`config.mk`:
```
export PLATFORM = sky130hd
export DESIGN_NAME = fetch_unit
export DESIGN_NICKNAME = d
export VERILOG_FILES = /design/src/rtl/fetch_pkg.sv /design/src/rtl/register_component.sv /design/src/rtl/fetch_unit.sv
export SDC_FILE = /design/constraint.sdc
export NUM_CORES = 1
export LEC_CHECK = 0
export CORE_MARGIN = 4
export CORE_UTILIZATION = 42
export CTS_CLUSTER_SIZE = 10
export DETAILED_ROUTE_END_ITERATION = 6
export MAX_ROUTING_LAYER = met4
export PLACE_DENSITY_LB_ADDON = 0.05
export SLEW_MARGIN = 20
export SYNTH_ARGS = -nofsm -noshare
export SYNTH_HDL_FRONTEND = slang
export SYNTH_SLANG_ARGS = --single-unit
```
`constraint.sdc`:
```
create_clock -name clock -period 1.6 [get_ports clock]
set_clock_uncertainty 0.05 [all_clocks]
set_input_delay 0.32 -clock clock [delete_from_list [all_inputs] [get_ports clock]]
set_output_delay 0.32 -clock clock [all_outputs]
set_load 0.03 [all_outputs]
```
`src/rtl/fetch_pkg.sv`:
```
// Shared definitions for the instruction-fetch front end: FSM state encoding
// and default geometry of the PC / instruction path.
package fetch_pkg;

    typedef enum logic [2:0] {
        INIT0  = 3'd0,
        INIT1  = 3'd1,
        SETTLE = 3'd2,
        REQ    = 3'd3,
        VALID  = 3'd4,
        DRAIN  = 3'd5,
        REDIR  = 3'd6
    } fetch_state_t;

    localparam int          WIDTH_DEF     = 16;
    localparam int          PC_INC_DEF    = 2;
    localparam logic [15:0] RESET_PC_DEF  = 16'h0000;
    localparam int          MIN_PC_SETTLE = 2;

endpackage

```
`src/rtl/register_component.sv`:
```
// Generic enable-gated register with synchronous active-high clear.
module register_component #(
    parameter int WIDTH = 16
) (
    input  logic             clock,
    input  logic             reset,
    input  logic             write,
    input  logic [WIDTH-1:0] d,
    output logic [WIDTH-1:0] q
);

    always_ff @(posedge clock) begin
        if (reset) begin
            q <= '0;
        end else if (write) begin
            q <= d;
        end
    end

endmodule

```
`src/rtl/fetch_unit.sv`:
```
// Instruction-fetch front end: sequences PC writes, issues req/ack reads to
// instruction memory and holds the fetched word until decode accepts it.
module fetch_unit
    import fetch_pkg::*;
#(
    parameter int               WIDTH     = WIDTH_DEF,
    parameter int               PC_INC    = PC_INC_DEF,
    parameter logic [WIDTH-1:0] RESET_PC  = WIDTH'(RESET_PC_DEF),
    parameter int               PC_SETTLE = MIN_PC_SETTLE
) (
    input  logic             clock,
    input  logic             reset,
    input  logic [WIDTH-1:0] pcCur,
    output logic [WIDTH-1:0] nextInst,
    output logic             pcWrite,
    input  logic             flush,
    output logic             memReq,
    output logic [WIDTH-1:0] memAddr,
    input  logic             memAck,
    input  logic [WIDTH-1:0] memData,
    output logic             instValid,
    output logic [WIDTH-1:0] instOut,
    output logic [WIDTH-1:0] instPc,
    input  logic             decodeReady
);

    localparam int CNT_W = $clog2(PC_SETTLE + 1);

    fetch_state_t     state;
    fetch_state_t     state_next;
    logic [CNT_W-1:0] settle_cnt;
    logic             settle_done;
    logic             capture;

    assign settle_done = (settle_cnt == CNT_W'(PC_SETTLE - 1));
    assign capture     = (state == REQ) && memAck && !flush;

    // The PC mux samples nextInst a cycle ahead of the PC write, so the
    // reset address must already be presented during INIT0.
    assign nextInst = ((state == INIT0) || (state == INIT1)) ? RESET_PC
                                                              : pcCur + WIDTH'(PC_INC);

    always_ff @(posedge clock) begin
        if (reset) begin
            state <= INIT0;
        end else begin
            state <= state_next;
        end
    end

    always_comb begin
        state_next = state;
        case (state)
            INIT0:   state_next = flush ? REDIR : INIT1;
            INIT1:   state_next = flush ? REDIR : SETTLE;
            SETTLE: begin
                if (flush) begin
                    state_next = REDIR;
                end else if (settle_done) begin
                    state_next = REQ;
                end
            end
            REQ: begin
                if (memAck) begin
                    state_next = flush ? REDIR : VALID;
                end else if (flush) begin
                    state_next = DRAIN;
                end
            end
            VALID: begin
                if (flush) begin
                    state_next = REDIR;
                end else if (decodeReady) begin
                    state_next = SETTLE;
                end
            end
            // The outstanding read must complete before the redirect write.
            DRAIN:   state_next = memAck ? REDIR : DRAIN;
            REDIR:   state_next = flush ? REDIR : SETTLE;
            default: state_next = INIT0;
        endcase
    end

    always_comb begin
        memReq    = 1'b0;
        pcWrite   = 1'b0;
        instValid = 1'b0;
        case (state)
            INIT1, REDIR: pcWrite = 1'b1;
            REQ, DRAIN:   memReq  = 1'b1;
            VALID: begin
                instValid = 1'b1;
                pcWrite   = decodeReady && !flush;
            end
            default: ;
        endcase
    end

    always_ff @(posedge clock) begin
        if (reset) begin
            settle_cnt <= '0;
        end else if ((state == SETTLE) && !flush && !settle_done) begin
            settle_cnt <= settle_cnt + 1'b1;
        end else begin
            settle_cnt <= '0;
        end
    end

    // Address is captured on the SETTLE->REQ transition and then frozen for
    // the whole request, including any drain after a flush.
    always_ff @(posedge clock) begin
        if (reset) begin
            memAddr <= '0;
        end else if ((state == SETTLE) && !flush && settle_done) begin
            memAddr <= pcCur;
        end
    end

    register_component #(.WIDTH(WIDTH)) inst_reg (
        .clock (clock),
        .reset (reset),
        .write (capture),
        .d     (memData),
        .q     (instOut)
    );

    register_component #(.WIDTH(WIDTH)) inst_pc_reg (
        .clock (clock),
        .reset (reset),
        .write (capture),
        .d     (memAddr),
        .q     (instPc)
    );

endmodule

```
Word-level counts from Yosys, hierarchy flattened
Cells that the tools add are included.

storage, ports and cells
  flip-flop bits (word level) = 53
  bits in latches = 0
  bits in writable memories = 0
  bits in read-only memories = 0
  output and inout port bits = 67
  memories kept = 0

cells by class
  add/sub/neg operators = 2
  multiply operators = 0
  divide/modulo/power cells = 0
  order comparisons = 0
  eq/ne operators = 10
  shift operators = 0
  muxes and demuxes = 15
  bitwise operators = 1
  reductions and logical operators = 14

operators with widths
  kind                                                              count
  3-bit 2-to-1 mux                                                  8
  3-bit case mux with 6 select lines                                1
  16-bit by 2-bit adder with 16-bit output (second input constant)  1
  16-bit 2-to-1 mux                                                 1
  3-bit == test (second input constant)                             3
  3-bit != test (second input constant)                             3
  3-bit by 2-bit == test with 1-bit output (second input constant)  2
  1-bit logical AND                                                 6
  2-bit OR reduction                                                3
  2-bit 2-to-1 mux                                                  2
  3-bit by 1-bit == test with 1-bit output (second input constant)  1
  3-bit zero test                                                   1
  3-bit AND reduction                                               1
  2-bit by 1-bit adder with 2-bit output (second input constant)    1
  2-bit by 1-bit == test with 1-bit output (second input constant)  1
  1-bit zero test                                                   2
  1-bit 2-to-1 mux                                                  2
  1-bit case mux with 2 select lines                                1
  1-bit logical OR                                                  1
  1-bit NOT                                                         1

Longest topological paths before layout
Gate-level depths: netlist of the first run.

  depth in word-level cells = 5
  depth in mapped cells = 7

By module
From an unflattened synthesis of the first run, not the netlist that was laid out.

unflattened totals
  cells, all modules = 263
  area, all modules = 2,411.1 um^2

by module, submodules not included
  module              times used  cells an instance  area an instance (um^2)  sequential area each (um^2)
  fetch_unit          1           159                1,249.9                  420.4
  register_component  2           52                 580.6                    320.3

Least setup slack after synthesis of the first run
Ideal clock, no wire load.

  kind = input-to-output
  start = input port pcCur[5]
  end = output port nextInst[12]
  arrival time = 1.490 ns
  required time = 1.230 ns
  slack = -0.260 ns
  cell stages on the path = 4
  buffers on the path = 0
  cells stage by stage = and3_1 > nand3_1 > or3_1 > a21oi_1

between the ends
  cells in the longest elaborated chain, start to end = 2

RTL lines
  element                                   RTL line          text
  start, declared                           fetch_unit.sv:13  input logic [WIDTH-1:0] pcCur,
  16-bit by 2-bit adder with 16-bit output  fetch_unit.sv:41  : pcCur + WIDTH'(PC_INC);
  16-bit 2-to-1 mux                         fetch_unit.sv:40  assign nextInst = ((state == INIT0) || (state == INIT1)) ? RESET_PC
  end, declared                             fetch_unit.sv:14  output logic [WIDTH-1:0] nextInst,

No other way between the ends.

Worst setup path in the final report of the first run
  start = input port pcCur[14]
  end = output port nextInst[15]

Same word-level chain as after synthesis.

==> metrics.yaml, run 1 <==
clock_tree:
  cts_root_buffer: "clkbuf_8"
  cts_tree: "built"
  cts.sinks: 53
  cts.htree.levels: 2
  clk_latency_ps: 300
  postCtsHoldBufs: 0
  cts_made_buffers: 5
  path_clk_slew_ps: 90
  cts_max_path_buffers: 2
pwr:
  finalPower_uw: 3371
  peakVddDrop_mv: 0.4743
  powerDensity_nw_per_um2: 743.3
  power_leakage_uw: 0.002142
drt:
  via_count: 2713
  drt_pass1_iterations: 4
  vias_per_cell: 5.197
  drcViolationCount: 0
  wl_um: 8548
  antenna_left: 0
  wl_per_cell_um: 16.38
  drt_iter0_markers: 109
timing:
  post-route-period-util: 1.108
  fin_hold_ws_ps: 232.6
  finalMaxSlewViolations: 0
  max_freq_mhz: 563.9
  worst_slack_ps: -173.3
  slew_headroom: 0.7491
  layout_min_cycle_time_ps: 1773
  setup_viol: 32
  rsz0062_at_grt: "true"
  finalHoldViolations: 0
  tightest_slew_ps: 377.8
setup_path:
  crit_type: "input pin to output port"
  rr_startpoint: "state[2]$_SDFFE_PP0P_"
  start_kind: "input pin"
  path_max_fanout: 3
  arrival_ps: 1400
  r2r_slack_ps: -30
  reg2reg_to: "inst_pc_reg.q[5]$_SDFFE_PP0P_"
  end_kind: "output port"
  rr_worst_depth: 8
  cp.required_ps: 1230
die:
  core-area_sq_um: 5507
  io_pins: 104
  die_x_um: 83.47
  die_h_um: 83.47
  rows: 27
  die_area_sq_um: 6967
  initial_core_util: 0.4344
grt:
  grt_overflow: 0
  grt_pass1_vias: 2422
  grt_usage: 0.2107
  antenna_found_initial: 0
  grt_pass1_wl_um: 11830
  grt_max_degree: 51
synthesis:
  syn-cell-area_sq_um: 2392
  async_flop_share: 0
  yosys.cell_types.count: 35
  synth_edf_count: 0
  synthesis.nets: 338
  yosysWarnings: 0
  yosysSeqAreaShare: 0.4435
  synth_seq_cells: 53
  synth_flop_cell: "dfxtp_1"
  avgSynthCellArea_sq_um: 8.001
  synth_cells: 299
worst_hold_path:
  hold_path_class: "input pin to flip-flop"
  whs_path_depth: 2
  hp-start: "reset"
  hold_end: "state[2]$_SDFFE_PP0P_"
job:
  maxCapViolCount: 0
finish:
  antenna_cells: 0
  drive_gt1_frac: 0.3667
  final_nets: 488
  area_growth_pct: 89.54
  post-route-util: 0.8234
placement:
  portBuffers: 103
  gp_congestion: 0.8665
  place_ws_ps: -633.1
  hpwl_um: 4885
run_status:
  outcome: "complete, but fails checks"
  violations: "setup timing"
[placed cells by master, fill, tap and decap left out, types with 2 or more instances in the layout]
cell / Yosys / layout
a21oi_4: 0 / 3
a21oi_1: 42 / 26
dfxtp_1: 53 / 50
inv_1: 4 / 3
nor2_4: 0 / 8
clkbuf_16: 0 / 5
nor4_4: 0 / 2
nand2b_1: 4 / 3
buf_4: 1 / 37
nand3_1: 4 / 2
dfxtp_4: 0 / 2
buf_12: 0 / 5
nor2_1: 32 / 19
clkdlybuf4s50_1: 0 / 19
nor2b_1: 3 / 2
nand2_1: 72 / 63
o21ai_0: 4 / 4
clkbuf_8: 0 / 6
nor3_1: 5 / 3
buf_2: 8 / 3
nand2b_4: 1 / 2
xor2_1: 5 / 4
nand4_1: 5 / 5
and3_1: 3 / 2
or3_4: 0 / 4
xnor2_1: 5 / 4
nand2_4: 0 / 7
buf_8: 0 / 8
nor3_4: 0 / 3
clkinvlp_4: 0 / 2
nor2_2: 0 / 5
dlygate4sd2_1: 0 / 50
a21oi_2: 0 / 13
buf_6: 5 / 33
mux2i_1: 17 / 17
[worst max path at each step]
stage | startpoint | endpoint | slack, ps | cells past startpoint
5_1_grt | pcCur[14] | nextInst[15] | -230 | 6
2_1_floorplan | pcCur[1] | nextInst[15] | -50 | 5
4_1_cts | pcCur[10] | nextInst[14] | -180 | 6
3_5_place_dp | pcCur[8] | nextInst[14] | -630 | 6
6_report | pcCur[14] | nextInst[15] | -170 | 6
3_3_place_gp | pcCur[8] | nextInst[14] | -600 | 6
[critical path: stages]
cell	delay (ps)
clkdlybuf4s15_1	250
nand4_1	180
nor4_4	250
xnor2_1	120
nor2_2	140
buf_6	140
[metal layers]
metal,vias up,GRT usage,share of wire
met5,-,-,0
li1,1305,-,-
met3,18,0.05035,0.077
met2,116,0.3324,0.49
met4,0,0.06140,0.022
met1,1274,0.2705,0.41
[through the flow]
stage	cell area, sq um	setup TNS [ps]	std cells
final	4534	-1695	522
after global routing	4534	-4107	522
after CTS	4103	-700.5	510
after detailed placement	3755	-18430	492
after global placement	3755	-17860	492
after floorplan	2469	-119.4	299
[what timing repair did]
| action | in CTS | in global routing |
|---|---|---|
| setup buffers | 10 | 6 |
| gates resized for setup | 168 | 68 |
| setup endpoints to repair | 67 | 37 |
| gates cloned | 0 | 6 |
| pin swaps | 27 | 35 |
[synthesized netlist by cell type, types with 2 or more instances]
| library cell | n | area share |
|---|---|---|
| nand3_1 | 4 | 0.0084 |
| a21oi_1 | 42 | 0.088 |
| buf_2 | 8 | 0.017 |
| clkbuf_1 | 6 | 0.0094 |
| nor4_1 | 2 | 0.0052 |
| xnor2_1 | 5 | 0.018 |
| xor2_1 | 5 | 0.018 |
| nand2b_1 | 4 | 0.010 |
| and3_1 | 3 | 0.0078 |
| inv_1 | 4 | 0.0063 |
| nand2_1 | 72 | 0.11 |
| mux2i_1 | 17 | 0.071 |
| o21ai_0 | 4 | 0.0084 |
| nor2b_1 | 3 | 0.0078 |
| or3_1 | 4 | 0.010 |
| nor3_1 | 5 | 0.010 |
| buf_6 | 5 | 0.024 |
| dfxtp_1 | 53 | 0.44 |
| nand4_1 | 5 | 0.013 |
| ha_1 | 2 | 0.010 |
| nor2_1 | 32 | 0.050 |
[cells by family (layout without fill, tap and decap cells)]
family                     Yosys count  count (layout)  synth area share
and+or+nand+nor                    140             140            0.2599
AOI/OAI and AO/OA                   53              53            0.1193
DFF                                 53              53            0.4435
buffers and inverters               24             175           0.05910
muxes                               17              17           0.07113
xor gates and xnor gates            10              10           0.03661
adders and majority gates            2               2           0.01046
[final cells by class]
| cell class | count | area, sq um |
|---|---|---|
| clock buffer | 6 | 82.58 |
| clock inverter | 2 | 37.54 |
| fill | 361 | 972.2 |
| inverter | 4 | 18.77 |
| multi-input combinational | 222 | 1569 |
| sequential | 53 | 1070 |
| tap | 72 | 90.09 |
| timing repair buffer | 163 | 1667 |
[flip-flops by register name (all words and copies together) (netlist names)]
name / flops
inst_pc_reg.q: 16
inst_reg.q: 16
memAddr: 16
state: 3
settle_cnt: 2
[report_power, final]
group | switching (uW) | internal, uW | total, uW
Sequential | 19.8 | 1340 | 1360
Combinational | 542 | 522 | 1060
Clock | 438 | 509 | 947
Total | 999 | 2370 | 3370
Power figures use the tool's default switching activity.
==> inputs of run 2 (changes only) <==
Settings changed: SKIP_CTS_REPAIR_TIMING set to 1.
==> run 2 against run 1 <==
  * The flow still finishes with violations (setup timing)
  * Sequential share of layout area rose by 1.3 points
  * Sequential power about the same
  * Critical path depth stayed put
  * Global-route usage fell by 1.9 points
  * Final cell count fell by 2.9%
  * Count of clock-buffer cells in the layout unchanged
  * Routed wire length decreased by 14%
  * Critical endpoint is now nextInst[14]
  * Largest power group unchanged
==> metrics.yaml, run 2 (synthesized netlist as in run 1, its figures left out) <==
finish:
  antenna_cells: 0
  reg.largest.list: "inst_pc_reg.q (16), inst_reg.q (16), memAddr (16)"
  drive_gt1_frac: 0.2897
  layout_commonest_cell: "nand2_1"
  nFillCells: 395
  final_nets: 473
  area_growth_pct: 79.71
  final_cell_mix: "nand2_1 (70), dlymetal6s2s_1 (53), dfxtp_1 (50)"
grt:
  grt_usage: 0.1915
  grt_pass1_vias: 2261
  antenna_found_initial: 0
  grt_pass1_wl_um: 10790
  grt_overflow: 0
  grt_max_degree: 51
clock_tree:
  path_clk_slew_ps: 90
  cts_max_path_buffers: 2
  clk_latency_ps: 300
  cts.sinks: 53
  cts_root_buffer: "clkbuf_8"
  cts_made_buffers: 5
  cts.htree.levels: 2
  cts_tree: "built"
timing:
  max_freq_mhz: 546.7
  tightest_slew_ps: 371.3
  worst_slack_ps: -229.1
  slew_headroom: 0.7520
  finalMaxSlewViolations: 0
  fin_tns_setup_ps: -757.1
  setup_viol: 7
  post-route-period-util: 1.143
  finalHoldViolations: 0
  rsz0062_at_grt: "true"
  fin_hold_ws_ps: 236.2
  layout_min_cycle_time_ps: 1829
pwr:
  swShare: 0.2888
  p_seq_frac: 0.425
  power_leakage_uw: 0.002602
  power.internal_uw: 2275
  combPwrFrac: 0.280
  power_switching_uw: 924.0
  finalPower_uw: 3199
  p_clk_frac: 0.295
  peakVddDrop_mv: 0.6107
  powerDensity_nw_per_um2: 744.2
setup_path:
  cp_num_buf_inv: 2
  end_kind: "output port"
  arrival_ps: 1460
  slowest_stage: "or3_4"
  path_cells: "buf_8 -> and4_1 -> nand4_1 -> or3_4 -> a21oi_4 -> buf_6"
  start_kind: "input pin"
  cp.required_ps: 1230
  crit_type: "input pin to output port"
  critPathTopFamily: "simple AND/OR/NAND/NOR gates"
  path_max_fanout: 4
  cp_slowest_stage_delay_ps: 410
drt:
  antenna_left: 0
  vias_per_cell: 4.978
  wl_per_cell_um: 14.48
  drt_pass1_iterations: 4
  wl_um: 7342
  via_count: 2524
  drcViolationCount: 0
  drt_iter0_markers: 91
die:
  core-area_sq_um: 5507
  io_pins: 104
  initial_core_util: 0.4344
  die_area_sq_um: 6967
  die_x_um: 83.47
  die_h_um: 83.47
  rows: 27
job:
  maxCapViolCount: 0
placement:
  portBuffers: 103
  hpwl_um: 4885
  gp_congestion: 0.8665
  place_ws_ps: -633.1
run_status:
  outcome: "complete, but fails checks"
  violations: "setup timing"
worst_hold_path:
  hold_path_class: "input pin to flip-flop"
run 2: worst paths after layout:
| kind | start | to | slack [ps] | cells past startpoint |
|---|---|---|---|---|
| worst min register to register | settle_cnt[0]$_SDFF_PP0_ | settle_cnt[0]$_SDFF_PP0_ | 390 | 1 |
| worst max-delay path | pcCur[9] | nextInst[14] | -230 | 6 |
| worst max register to register | state[2]$_SDFFE_PP0P_ | memAddr[10]$_SDFFE_PP0P_ | 50 | 7 |
| worst min-delay path | reset | state[2]$_SDFFE_PP0P_ | 240 | 2 |
run 2: power by group through the flow:
stage	clock (uW)	combinational, uW	sequential [uW]
2_1_floorplan	0	403	1390
3_3_place_gp	0	753	1380
3_5_place_dp	0	757	1380
4_1_cts	970	760	1350
5_1_grt	1020	951	1360
6_report	945	896	1360
run 2: per-stage QoR:
step	area [sq um]	utilization	cells
2_1_floorplan	2469	-	299
3_3_place_gp	3755	0.6819	492
3_5_place_dp	3755	0.6819	492
4_1_cts	3875	0.7037	500
5_1_grt	4299	0.7807	507
6_report	4299	0.7807	507
run 2: area by class of cell:
| type | instances | area (sq um) | area share |
|---|---|---|---|
| Clock buffer | 6 | 82.58 | 0.01921 |
| Timing Repair Buffer | 148 | 1624 | 0.3778 |
| Multi-Input combinational cell | 222 | 1380 | 0.3210 |
| Clock inverter | 2 | 37.54 | 0.008731 |
| Sequential cell | 53 | 1070 | 0.2488 |
| Tap cell | 72 | 90.09 | 0.02095 |
| Inverter | 4 | 15.01 | 0.003492 |
run 2: layer usage:
metal | vias up | global-route usage | part of all wire
met5 | - | - | 0
met4 | 0 | 0.05702 | 0.013
met3 | 7 | 0.05627 | 0.072
met2 | 90 | 0.2879 | 0.47
met1 | 1161 | 0.2506 | 0.44
li1 | 1266 | - | -
==> inputs of run 3 (changes only) <==
Settings changed: CORE_MARGIN 4 to 3.
==> run 3 against run 2 <==
  * Sequential share of layout area down 0.19 points
  * Clock power down 21%
  * Sequential power about the same
  * Via count up 3.2%
  * The run still ends with setup timing left
  * Design area up 0.79%
  * Fmax down 0.47%
  * Worst hold slack worse by 4.0 ps
  * Combinational power up 8.9%
==> metrics.yaml, run 3 (synthesized netlist as in run 1, its figures left out) <==
run_status:
  outcome: "complete, but fails checks"
  violations: "setup timing"
die:
  core-area_sq_um: 5303
  initial_core_util: 0.4512
  die_area_sq_um: 6637
  die_h_um: 81.47
  die_x_um: 81.47
  rows: 26
  io_pins: 104
setup_path:
  path_max_fanout: 3
  arrival_ps: 1470
  path_cells: "buf_6 -> and4_4 -> nand4_1 -> or3_4 -> a21oi_4 -> buf_6"
  cpMostUsedCell: "buf_6"
  end_kind: "output port"
  start_kind: "input pin"
  cp.required_ps: 1230
  slowest_stage: "or3_4"
  crit_type: "input pin to output port"
  cp_slowest_stage_delay_ps: 380
timing:
  finalHoldViolations: 0
  worst_slack_ps: -237.7
  post-route-period-util: 1.149
  layout_min_cycle_time_ps: 1838
  slew_headroom: 0.7548
  rsz0062_at_grt: "true"
  tightest_slew_ps: 367.3
  finalMaxSlewViolations: 0
  setup_viol: 17
  max_freq_mhz: 544.2
pwr:
  peakVddDrop_mv: 0.5022
  combPwrFrac: 0.317
  powerDensity_nw_per_um2: 711.9
  p_seq_frac: 0.441
  swShare: 0.3147
  power_switching_uw: 970.7
  power.internal_uw: 2114
  p_clk_frac: 0.242
  power_leakage_uw: 0.002576
drt:
  antenna_left: 0
  wl_um: 7955
  via_count: 2606
  vias_per_cell: 5.160
  drcViolationCount: 0
  drt_pass1_iterations: 4
  drt_iter0_markers: 159
  wl_per_cell_um: 15.75
job:
  maxCapViolCount: 0
placement:
  hpwl_um: 5136
  gp_congestion: 0.8268
  place_ws_ps: -623.5
  portBuffers: 103
clock_tree:
  cts_tree: "built"
  cts_root_buffer: "clkbuf_8"
  clk_latency_ps: 300
  cts_max_path_buffers: 2
  cts_made_buffers: 5
  cts.htree.levels: 2
  path_clk_slew_ps: 90
  cts.sinks: 53
finish:
  post-route-util: 0.8171
  final_nets: 473
  regArea_sq_um: 1070
  area_growth_pct: 81.12
  final_cell_mix: "nand2_1 (71), dlymetal6s2s_1 (50), dfxtp_1 (50)"
  multi_input_area_sq_um: 1464
  nFillCells: 323
  drive_gt1_frac: 0.2966
  antenna_cells: 0
  layout_commonest_cell: "nand2_1"
  reg.largest.list: "inst_pc_reg.q (16), inst_reg.q (16), memAddr (16)"
grt:
  grt_max_degree: 33
  grt_pass1_vias: 2338
  grt_overflow: 0
  antenna_found_initial: 0
  grt_pass1_wl_um: 10890
  grt_usage: 0.2145
worst_hold_path:
  hold_path_class: "input pin to flip-flop"
## run 3: final timing paths
path / startpoint / endpoint / slack [ps] / cells after the start
worst max-delay path: pcCur[10] / nextInst[14] / -240 / 6
worst max register to register: settle_cnt[1]$_SDFF_PP0_ / settle_cnt[1]$_SDFF_PP0_ / 50 / 5
worst min register to register: settle_cnt[0]$_SDFF_PP0_ / settle_cnt[0]$_SDFF_PP0_ / 390 / 1
worst min-delay path: pcCur[9] / memAddr[9]$_SDFFE_PP0P_ / 230 / 3
## run 3: final cells by class
cell class | count | area share
repair buffers | 148 | 0.3714
well taps | 70 | 0.02021
clock inverters | 2 | 0.003465
clock buffers | 6 | 0.01675
flip-flops and latches | 53 | 0.2469
multi-input cells | 222 | 0.3379
inverters | 4 | 0.003465
## run 3: routing by layer
metal | track usage | part of all wire | vias up
met2 | 0.3436 | 0.48 | 97
met5 | - | 0 | -
met1 | 0.2771 | 0.42 | 1222
li1 | - | - | 1272
met3 | 0.04825 | 0.080 | 15
met4 | 0.04730 | 0.017 | 0
## run 3: critical path: cells and delay by family
family | cells | cell delay, ps
buf+inv | 2 | 220
compound gates | 1 | 150
simple gates | 3 | 780
## run 3: per-stage QoR
stage / instance area (sq um) / cells / power (uW) / hold WS (ps) / setup TNS, ps
final: 4333 / 505 / 3085 / 232.2 / -1292
after floorplan: 2469 / 299 / 1793 / 354.3 / -119.4
after global placement: 3785 / 493 / 2156 / 360.5 / -13530
after detailed placement: 3785 / 493 / 2164 / 369.4 / -14640
after global routing: 4333 / 505 / 3209 / 276.8 / -2047
after CTS: 3872 / 501 / 2892 / 325.1 / -12100
## run 3: power by group through the flow
| stage | clock network (uW) | logic, uW | registers [uW] |
|---|---|---|---|
| after floorplan | 0 | 403 | 1390 |
| after global placement | 0 | 766 | 1390 |
| final | 747 | 976 | 1360 |
| after global routing | 814 | 1030 | 1360 |
| after CTS | 754 | 778 | 1360 |
| after detailed placement | 0 | 773 | 1390 |
